File: src/rtl/vcu_msg_pkg.sv
// rtl/vcu_msg_pkg.sv - shared select codes and credit FSM state for the message receive endpoint
package vcu_msg_pkg;

    localparam logic [3:0] MSG_SEL_STATUS  = 4'h3;
    localparam logic [3:0] MSG_SEL_POP     = 4'h5;
    localparam logic [3:0] MSG_SEL_COUNT   = 4'h6;
    localparam logic [3:0] MSG_SEL_DATA    = 4'h9;
    localparam logic [3:0] MSG_SEL_OVF_CLR = 4'hA;

    typedef enum logic {
        CR_ACCUM   = 1'b0,
        CR_RELEASE = 1'b1
    } cr_state_t;

endpackage

File: src/rtl/vcu_msg_rx_fifo.sv
// rtl/vcu_msg_rx_fifo.sv - message FIFO: storage, natural-wrap pointers, occupancy count, full/empty
module vcu_msg_rx_fifo
    import vcu_msg_pkg::*;
#(
    parameter int WIDTH = 32,
    parameter int DEPTH = 8
) (
    input  logic                       clk,
    input  logic                       rst_n,
    input  logic                       i_push,
    input  logic                       i_pop,
    input  logic [WIDTH-1:0]           i_data,
    output logic                       o_push_ok,
    output logic                       o_pop_ok,
    output logic [WIDTH-1:0]           o_head,
    output logic [$clog2(DEPTH):0]     o_count,
    output logic                       o_full,
    output logic                       o_empty
);

    localparam int AW = $clog2(DEPTH);
    localparam int CW = AW + 1;

    logic [WIDTH-1:0] r_mem [DEPTH];
    logic [AW-1:0]    r_wr_ptr;
    logic [AW-1:0]    r_rd_ptr;
    logic [CW-1:0]    r_count;

    assign o_full    = (r_count == CW'(DEPTH));
    assign o_empty   = (r_count == '0);
    assign o_pop_ok  = i_pop && !o_empty;
    // A full FIFO still takes a write when the same cycle frees a slot.
    assign o_push_ok = i_push && (!o_full || o_pop_ok);
    assign o_head    = r_mem[r_rd_ptr];
    assign o_count   = r_count;

    always_ff @(posedge clk) begin
        if (o_push_ok) begin
            r_mem[r_wr_ptr] <= i_data;
        end
    end

    always_ff @(posedge clk) begin
        if (!rst_n) begin
            r_wr_ptr <= '0;
            r_rd_ptr <= '0;
            r_count  <= '0;
        end else begin
            if (o_push_ok) begin
                r_wr_ptr <= r_wr_ptr + 1'b1;
            end
            if (o_pop_ok) begin
                r_rd_ptr <= r_rd_ptr + 1'b1;
            end
            case ({o_push_ok, o_pop_ok})
                2'b10:   r_count <= r_count + 1'b1;
                2'b01:   r_count <= r_count - 1'b1;
                default: r_count <= r_count;
            endcase
        end
    end

endmodule

File: src/rtl/vcu_msg_rx.sv
// rtl/vcu_msg_rx.sv - credit-based message receive endpoint with VCU register access
// Optional batched credit release when MSG_RX_CREDIT_BATCH_EN is defined.
module vcu_msg_rx
    import vcu_msg_pkg::*;
#(
    parameter int WIDTH = 32,
    parameter int DEPTH = 8,
    parameter int BATCH = 4
) (
    input  logic             clk,
    input  logic             rst_n,
    input  logic [WIDTH-1:0] msg_data_i,
    input  logic             msg_we_i,
    output logic             credit_ret_o,
    input  logic [31:0]      vcu_reg_control,
    input  logic             vcu_reg_control_we,
    input  logic [31:0]      vcu_reg_wdata,
    input  logic             vcu_reg_wdata_we,
    output logic [31:0]      vcu_reg_rdata,
    output logic             empty_o,
    output logic             full_o,
    output logic             overflow_o
);

    localparam int AW = $clog2(DEPTH);
    localparam int CW = AW + 1;
    localparam logic [CW-1:0] LP_BATCH = CW'(BATCH);

    logic [3:0]       w_sel;
    logic             w_pop_req;
    logic             w_ovf_clr;
    logic             w_push_ok;
    logic             w_pop_ok;
    logic             w_ovf_evt;
    logic [WIDTH-1:0] w_head;
    logic [CW-1:0]    w_count;
    logic             w_full;
    logic             w_empty;
    logic             r_overflow;
    logic             w_unused;

    assign w_sel     = vcu_reg_control[3:0];
    assign w_pop_req = vcu_reg_control_we && (w_sel == MSG_SEL_POP);
    assign w_ovf_clr = vcu_reg_wdata_we && (w_sel == MSG_SEL_OVF_CLR);
    assign w_ovf_evt = msg_we_i && !w_push_ok;
    assign w_unused  = ^{vcu_reg_control[31:4], vcu_reg_wdata, LP_BATCH};

    vcu_msg_rx_fifo #(
        .WIDTH (WIDTH),
        .DEPTH (DEPTH)
    ) u_fifo (
        .clk       (clk),
        .rst_n     (rst_n),
        .i_push    (msg_we_i),
        .i_pop     (w_pop_req),
        .i_data    (msg_data_i),
        .o_push_ok (w_push_ok),
        .o_pop_ok  (w_pop_ok),
        .o_head    (w_head),
        .o_count   (w_count),
        .o_full    (w_full),
        .o_empty   (w_empty)
    );

    assign empty_o    = w_empty;
    assign full_o     = w_full;
    assign overflow_o = r_overflow;

    // An overflow in the same cycle as a clear wins, so no drop goes unreported.
    always_ff @(posedge clk) begin
        if (!rst_n) begin
            r_overflow <= 1'b0;
        end else if (w_ovf_evt) begin
            r_overflow <= 1'b1;
        end else if (w_ovf_clr) begin
            r_overflow <= 1'b0;
        end
    end

    always_comb begin
        vcu_reg_rdata = 32'h0;
        case (w_sel)
            MSG_SEL_STATUS: vcu_reg_rdata = {29'h0, r_overflow, w_full, ~w_empty};
            MSG_SEL_COUNT:  vcu_reg_rdata = 32'(w_count);
            MSG_SEL_DATA:   vcu_reg_rdata = w_empty ? 32'h0 : 32'(w_head);
            default:        vcu_reg_rdata = 32'h0;
        endcase
    end

`ifdef MSG_RX_CREDIT_BATCH_EN
    cr_state_t     r_state;
    cr_state_t     w_state_nxt;
    logic [CW-1:0] r_pending;
    logic [CW-1:0] w_pending_nxt;

    always_ff @(posedge clk) begin
        if (!rst_n) begin
            r_state   <= CR_ACCUM;
            r_pending <= '0;
        end else begin
            r_state   <= w_state_nxt;
            r_pending <= w_pending_nxt;
        end
    end

    // Draining early on an empty FIFO keeps the producer from starving below BATCH.
    always_comb begin
        w_state_nxt   = r_state;
        w_pending_nxt = r_pending + CW'(w_pop_ok);
        case (r_state)
            CR_ACCUM: begin
                if ((r_pending >= LP_BATCH) || ((r_pending != '0) && w_empty)) begin
                    w_state_nxt = CR_RELEASE;
                end
            end
            CR_RELEASE: begin
                w_pending_nxt = r_pending - 1'b1 + CW'(w_pop_ok);
                if (w_pending_nxt == '0) begin
                    w_state_nxt = CR_ACCUM;
                end
            end
            default: w_state_nxt = CR_ACCUM;
        endcase
    end

    always_comb begin
        credit_ret_o = (r_state == CR_RELEASE);
    end
`else
    logic r_credit;

    always_ff @(posedge clk) begin
        if (!rst_n) begin
            r_credit <= 1'b0;
        end else begin
            r_credit <= w_pop_ok;
        end
    end

    assign credit_ret_o = r_credit;
`endif

endmodule
File: config.mk
export PLATFORM = sky130hd
export DESIGN_NAME = vcu_msg_rx
export DESIGN_NICKNAME = d
export VERILOG_FILES = /design/src/rtl/vcu_msg_pkg.sv /design/src/rtl/vcu_msg_rx_fifo.sv /design/src/rtl/vcu_msg_rx.sv
export SDC_FILE = /design/constraint.sdc
export NUM_CORES = 1
export LEC_CHECK = 0
export ABC_CLOCK_PERIOD_IN_PS = 5100
export CORE_MARGIN = 4
export CORE_UTILIZATION = 50
export CTS_CLUSTER_SIZE = 8
export DETAILED_ROUTE_END_ITERATION = 8
export PLACE_DENSITY = 0.79
export SETUP_SLACK_MARGIN = 0.02
export SYNTH_ARGS = -nofsm -noshare
export SYNTH_HDL_FRONTEND = slang
export SYNTH_HIERARCHICAL = 1
export SYNTH_SLANG_ARGS = --single-unit
File: constraint.sdc
create_clock -name clk -period 5.1 [get_ports clk]
set_input_delay 0.51 -clock clk [delete_from_list [all_inputs] [get_ports clk]]
set_output_delay 0.51 -clock clk [all_outputs]
set_load 0.005 [all_outputs]
Yosys cells after proc, flatten, opt, wreduce, memory -nomap -nowiden

Memory sizes are Yosys's and may differ from the RTL's. A register that Yosys moved wholly into a read port is not among the register bits.
Cells that the tools add are included.
Widths: inputs -> output; s select.

$add $sub $neg: 4
Equality and inequality tests: 8
Muxes and demuxes: 9
Bitwise operators: 1
Reduce and logical (&&, ||, !) cells: 12

Operators by type and width:

| operator            | count |
|---|---|
| $pmux 32 s3         | 1 |
| $mux 32             | 1 |
| $eq 4x4->1 const B  | 3 |
| $eq 4x3->1 const B  | 2 |
| $pmux 4 s2          | 1 |
| $add 3x1->3 const B | 2 |
| $mux 3              | 2 |
| $logic_and 1x1->1   | 5 |
| $add 4x1->4 const B | 1 |
| $eq 4x2->1 const B  | 1 |
| $logic_not 4->1     | 1 |
| $mux 1              | 4 |
| $reduce_bool 2->1   | 2 |
| $sub 4x1->4 const B | 1 |
| $logic_not 1->1     | 3 |
| $eq 2x1->1 const B  | 1 |
| $eq 2x2->1 const B  | 1 |
| $logic_or 1x1->1    | 1 |
| $not 1->1           | 1 |

Register bits after elaboration: 12
Bits in writable memories: 256
Input bits: 101
Output and inout bits: 36
Word-level logic and storage cells: 40
Memories kept: 1

Memory list:

| name         | depth | width | read ports | clocked after memory_dff | wr ports | line                  | text |
|---|---|---|---|---|---|---|---|
| u_fifo.r_mem | 8     | 32    | 1          | 1                        | 1        | vcu_msg_rx_fifo.sv:24 | `logic [WIDTH-1:0] r_mem [DEPTH];` |

Longest topological paths before layout

Word-level depth: 8
Gate-level depth with buffers: 9
Depth with buffers taken out: 9

Modules after synthesis

Netlist, hierarchy kept.

Modules (own cells, without submodules):

| module          | times used | cells an instance | area each (sq um) | seq. area each (sq um) |
|---|---|---|---|---|
| vcu_msg_rx_fifo | 1          | 455               | 10496.3           | 7947.6 |
| vcu_msg_rx      | 1          | 52                | 382.9             | 40.0 |

Worst setup path after synthesis

Ideal clock, no wire load.

Kind: input -> register
From: in vcu_reg_control[3]
To: mem u_fifo.r_mem[0][0] (enable)
Setup time: 0.501 ns
Data arrival time: 4.602 ns
Required time: 4.599 ns
Path slack: -0.004 ns
Stages on the path: 5
Buffers on the path: 0
Path through: nand3b_1 > nor3b_1 > nand2b_1 > o21ai_4 > nor4_1

Word-level cells in the longest chain between the ends: 7

RTL lines:

| what                         | line                  | text |
|---|---|---|
| from (decl)                  | vcu_msg_rx.sv:15      | `input logic [31:0] vcu_reg_control,` |
| $eq 4x3->1                   | vcu_msg_rx.sv:43      | `assign w_pop_req = vcu_reg_control_we && (w_sel == MSG_SEL_POP);` |
| $logic_and 1x1->1            | vcu_msg_rx.sv:43      |  |
| named net w_pop_req          | vcu_msg_rx.sv:30      | `logic w_pop_req;` |
| $logic_and 1x1->1            | vcu_msg_rx_fifo.sv:31 | `assign o_pop_ok = i_pop && !o_empty;` |
| $logic_or 1x1->1             | vcu_msg_rx_fifo.sv:33 | `assign o_push_ok = i_push && (!o_full \|\| o_pop_ok);` |
| $logic_and 1x1->1            | vcu_msg_rx_fifo.sv:33 |  |
| $mux 1                       | vcu_msg_rx_fifo.sv:38 | `if (o_push_ok) begin` |
| $mux 1 (not written as such) | vcu_msg_rx_fifo.sv:39 | `r_mem[r_wr_ptr] <= i_data;` |
| to (decl)                    | vcu_msg_rx_fifo.sv:24 |  |

The timed path passes the listed nets, and every way through them passes these cells.

==> summary.md <==
| Metric | Value |
|---|---|
| Number of max-cap violations | `0` |
| CTS Root Cell | `clkbuf_16` |
| First-pass GRT wire length | `33.0 mm` |
| CTS H-tree lvls | `2` |
| Compound-Gate Fraction of Synth Area | `1.71%` |
| Critical-path cell list | `buf_4 > mux4_1 > mux2_2 > and2_1 > clkdlybuf4s50_1` |
| GRT overflow | `0` |
| Clk sink count | `271` |
| Drt via density | `5.93` |
| Clk buf depth | `3` |
| Crit path to | `vcu_reg_rdata[20]` |
| R2r setup slk | `2.46 ns` |
| Crit Path Class | `reg2out` |
| Detailed-router iteration count before antenna repair | `5` |
| Clock share of power | `44.9%` |
| Number of antenna violations at the first check in global routing | `1` |
| Top Metal Used | `met5` |
| Post-CTS setup buffer count | `0` |
| CTS buffer count | `39` |
| Area of the multi-input gates | `0.00277 sq mm` |
| Largest family of logic cells by synthesized area | `multiplexers` |
| Final period util | `75.3%` |
| Register area | `0.00799 sq mm` |
| RSZ-0062 raised after global routing | `false` |
| Crit path time final | `3.84 ns` |
| Core area | `0.0212 sq mm` |
| Multiplexer share of the synthesized area | `18.0%` |
| Worst-Skew Late Latency | `0.50 ns` |
| Post-synthesis sequential area ratio | `73.4%` |
| PostCTS Resize Cnt | `0` |
| Final ANT Viol Nets | `0` |
| Slowest Stage Delay on Critical Path | `0.97 ns` |
| R2R Path End | `u_fifo/o_count[3]` |
| Routed via count | `5393` |
| CP max FO | `54` |
| Post-Synth XOR/XNOR Area | `0.564%` |
| Total GRT Usage | `18.0%` |
| Diode count | `0` |
| Synth Register Bits | `271` |
| Relative slew slack | `29.7%` |
| Critical path launch point type | `flop` |
| Vias in the first global route | `5610` |
| Fillers | `1422` |
| Pwr dens | `380 mW/mm^2` |
| Synth cell types | `48` |
| Synth Instances | `507` |
| Leakage Power | `0.00426 uW` |
| Layout cells sized above 1 | `20.7%` |
| IO Pins | `137` |
| Combinational Power Share | `4.5%` |
| Pin count of the biggest net entering global routing | `55` |
| Psw | `971 uW` |
| Syn_nets | `613` |
| Row count | `53` |
| Fmax | `261 MHz` |
| Mean Syn Cell Area | `21.5 sq um` |
| Mapped cell area | `0.0109 sq mm` |
| Wl on met1 | `8.95 mm` |
| Most frequent cells in the layout | `256 x edfxtp_1, 76 x clkdlybuf4s50_1, 40 x clkbuf_16, 40 x mux4_1, 32 x mux2_2` |
| Layout area overhead | `20.8%` |
| Slew @ Worst Pin | `1.05 ns` |
| Yosys warns | `6` |
| Top post-synthesis cells by area | `edfxtp_1 71%, mux4_1 9.7%, mux4_2 5.0%` |
| Slowest CP cell | `dfxtp_4` |
| HPWL after DPL | `11.5 mm` |
| Post-CTS Hold Buffers | `0` |
| Clock transition at path regs | `0.05 ns` |
| Switching Fraction | `19.4%` |
| DRC | `0` |
| Dominant cell type by area after synthesis | `edfxtp_1` |
| Peak VDD IR | `0.274 mV` |
| Met2 WL post-DR | `11.0 mm` |
| Die Width | `156 um` |
| Setup Viol. Count Final | `0` |
| Crit path DAT | `3.33 ns` |
| Total Routed Length | `21.6 mm` |
| Synth Area in Simple Gates | `4.00%` |
| Fin Setup TNS | `0 ns` |
| Run status | `complete, no violations` |
| Wire per inst | `23.7 um` |
| Post-synthesis adder-cell area fraction | `0.644%` |
| Initial Util | `51.3%` |
| Worst Hold Class | `reg2reg` |
| Die area | `0.0242 sq mm` |
| Reg power frac | `50.6%` |
| Max Slew Vio Count | `0` |
| Metal3 WL | `1.11 mm` |
| Reg-to-Reg Start | `u_fifo/o_count[1]` |
| Most common cell after layout, fill and taps aside | `edfxtp_1` |
| Initial DRC Count | `358` |
| Skew final | `0.0120 ns` |
| Fin util | `61.9%` |
| Yosys top cell area share | `70.7%` |
| Die H | `156 um` |
| Final #Nets | `724` |
| CTS tree | `done` |
| Critical path capture point type | `primary output` |
| Worst Path Required | `4.59 ns` |
| Worst Reg-to-Reg Cells | `8` |
| IO Port Bufs | `76` |
| Gp weighted congestion | `0.791` |
| Int Pwr | `4030 uW` |
| Final Hold Viols | `0` |
==> cell usage after synthesis (all sizes together) <==
library cell	number
a211o	1
a211oi	2
a21o	2
a21oi	4
a221o	1
a22o	3
a32o	1
and2	30
and4b	1
and4bb	2
buf	22
clkbuf	1
clkinv	1
dfxtp	15
edfxtp	256
fa	1
ha	4
inv	6
mux2	32
mux2i	1
mux4	64
nand2	7
nand2b	3
nand3	2
nand3b	2
nand4b	2
nor2	15
nor2b	1
nor3	5
nor3b	1
nor4	1
nor4b	1
o211ai	2
o21a	1
o21ai	4
o311a	1
o31a	1
or3	1
xnor2	4
xor2	3
==> metrics by stage <==
stage / instances / worst slack (ns) / cell area [sq um] / hold slack, ns / power, uW
global placement: 852 / 1.63 / 12100 / 0.470 / 2770
floorplan: 507 / 0.684 / 10900 / 0.465 / 2670
global route: 909 / 1.05 / 13100 / 0.544 / 5160
detailed placement: 852 / 1.61 / 12100 / 0.504 / 2790
CTS: 909 / 1.20 / 13100 / 0.519 / 5040
finish: 909 / 1.26 / 13100 / 0.531 / 5000
==> cell families after synthesis <==
| family | after synthesis |
|---|---|
| xor gates and xnor gates | 7 |
| DFF | 271 |
| AOI/OAI and AO/OA | 23 |
| muxes | 97 |
| and+or+nand+nor | 74 |
| buffers and inverters | 30 |
| adders and majority gates | 5 |
==> power by group through the flow <==
stage | combinational [uW] | sequential, uW | clock (uW)
floorplan | 114 | 2560 | 0
global placement | 212 | 2560 | 0
detailed placement | 222 | 2570 | 0
CTS | 226 | 2530 | 2290
global route | 242 | 2530 | 2390
finish | 224 | 2530 | 2250
==> registers in the layout, indices dropped and copies added (netlist names), named ones only <==
signal and cells:
credit_ret_o 1, u_fifo/o_count 4, overflow_o 1, u_fifo/r_wr_ptr 3
u_fifo/r_mem 256, u_fifo/r_rd_ptr 3
==> worst min-delay path by stage <==
| stage | from | end | slack, ns | cells past startpoint |
|---|---|---|---|---|
| after floorplan | overflow_o | overflow_o | 0.47 | 2 |
| after global placement | overflow_o | overflow_o | 0.47 | 2 |
| after detailed placement | overflow_o | overflow_o | 0.50 | 2 |
| after CTS | overflow_o | overflow_o | 0.52 | 2 |
| after global routing | overflow_o | overflow_o | 0.54 | 2 |
| final | overflow_o | overflow_o | 0.53 | 2 |
==> area by class of cell <==
class | instances | area share [%]
Tap cell | 275 | 2.62
Timing Repair Buffer | 93 | 7.04
Multi-Input combinational cell | 206 | 21.1
Clock inverter | 2 | 0.190
Sequential cell | 271 | 60.8
Inverter | 7 | 0.200
Clock buffer | 55 | 8.04
==> worst max-delay path, delay by kind of cell (launching register included) <==
kind	cells	cell delay (ns)
flip-flops	1	0.97
buffers and inverters	2	0.82
AND/OR/NAND/NOR	1	0.13
multiplexers	2	0.86
==> metal layers <==
metal	up-vias	global-route usage, %
met5	-	0
met4	2	5.46
met3	47	3.31
met2	175	30.3
met1	2832	24.2
li1	2337	-
(Power assumes the default switching activity.)
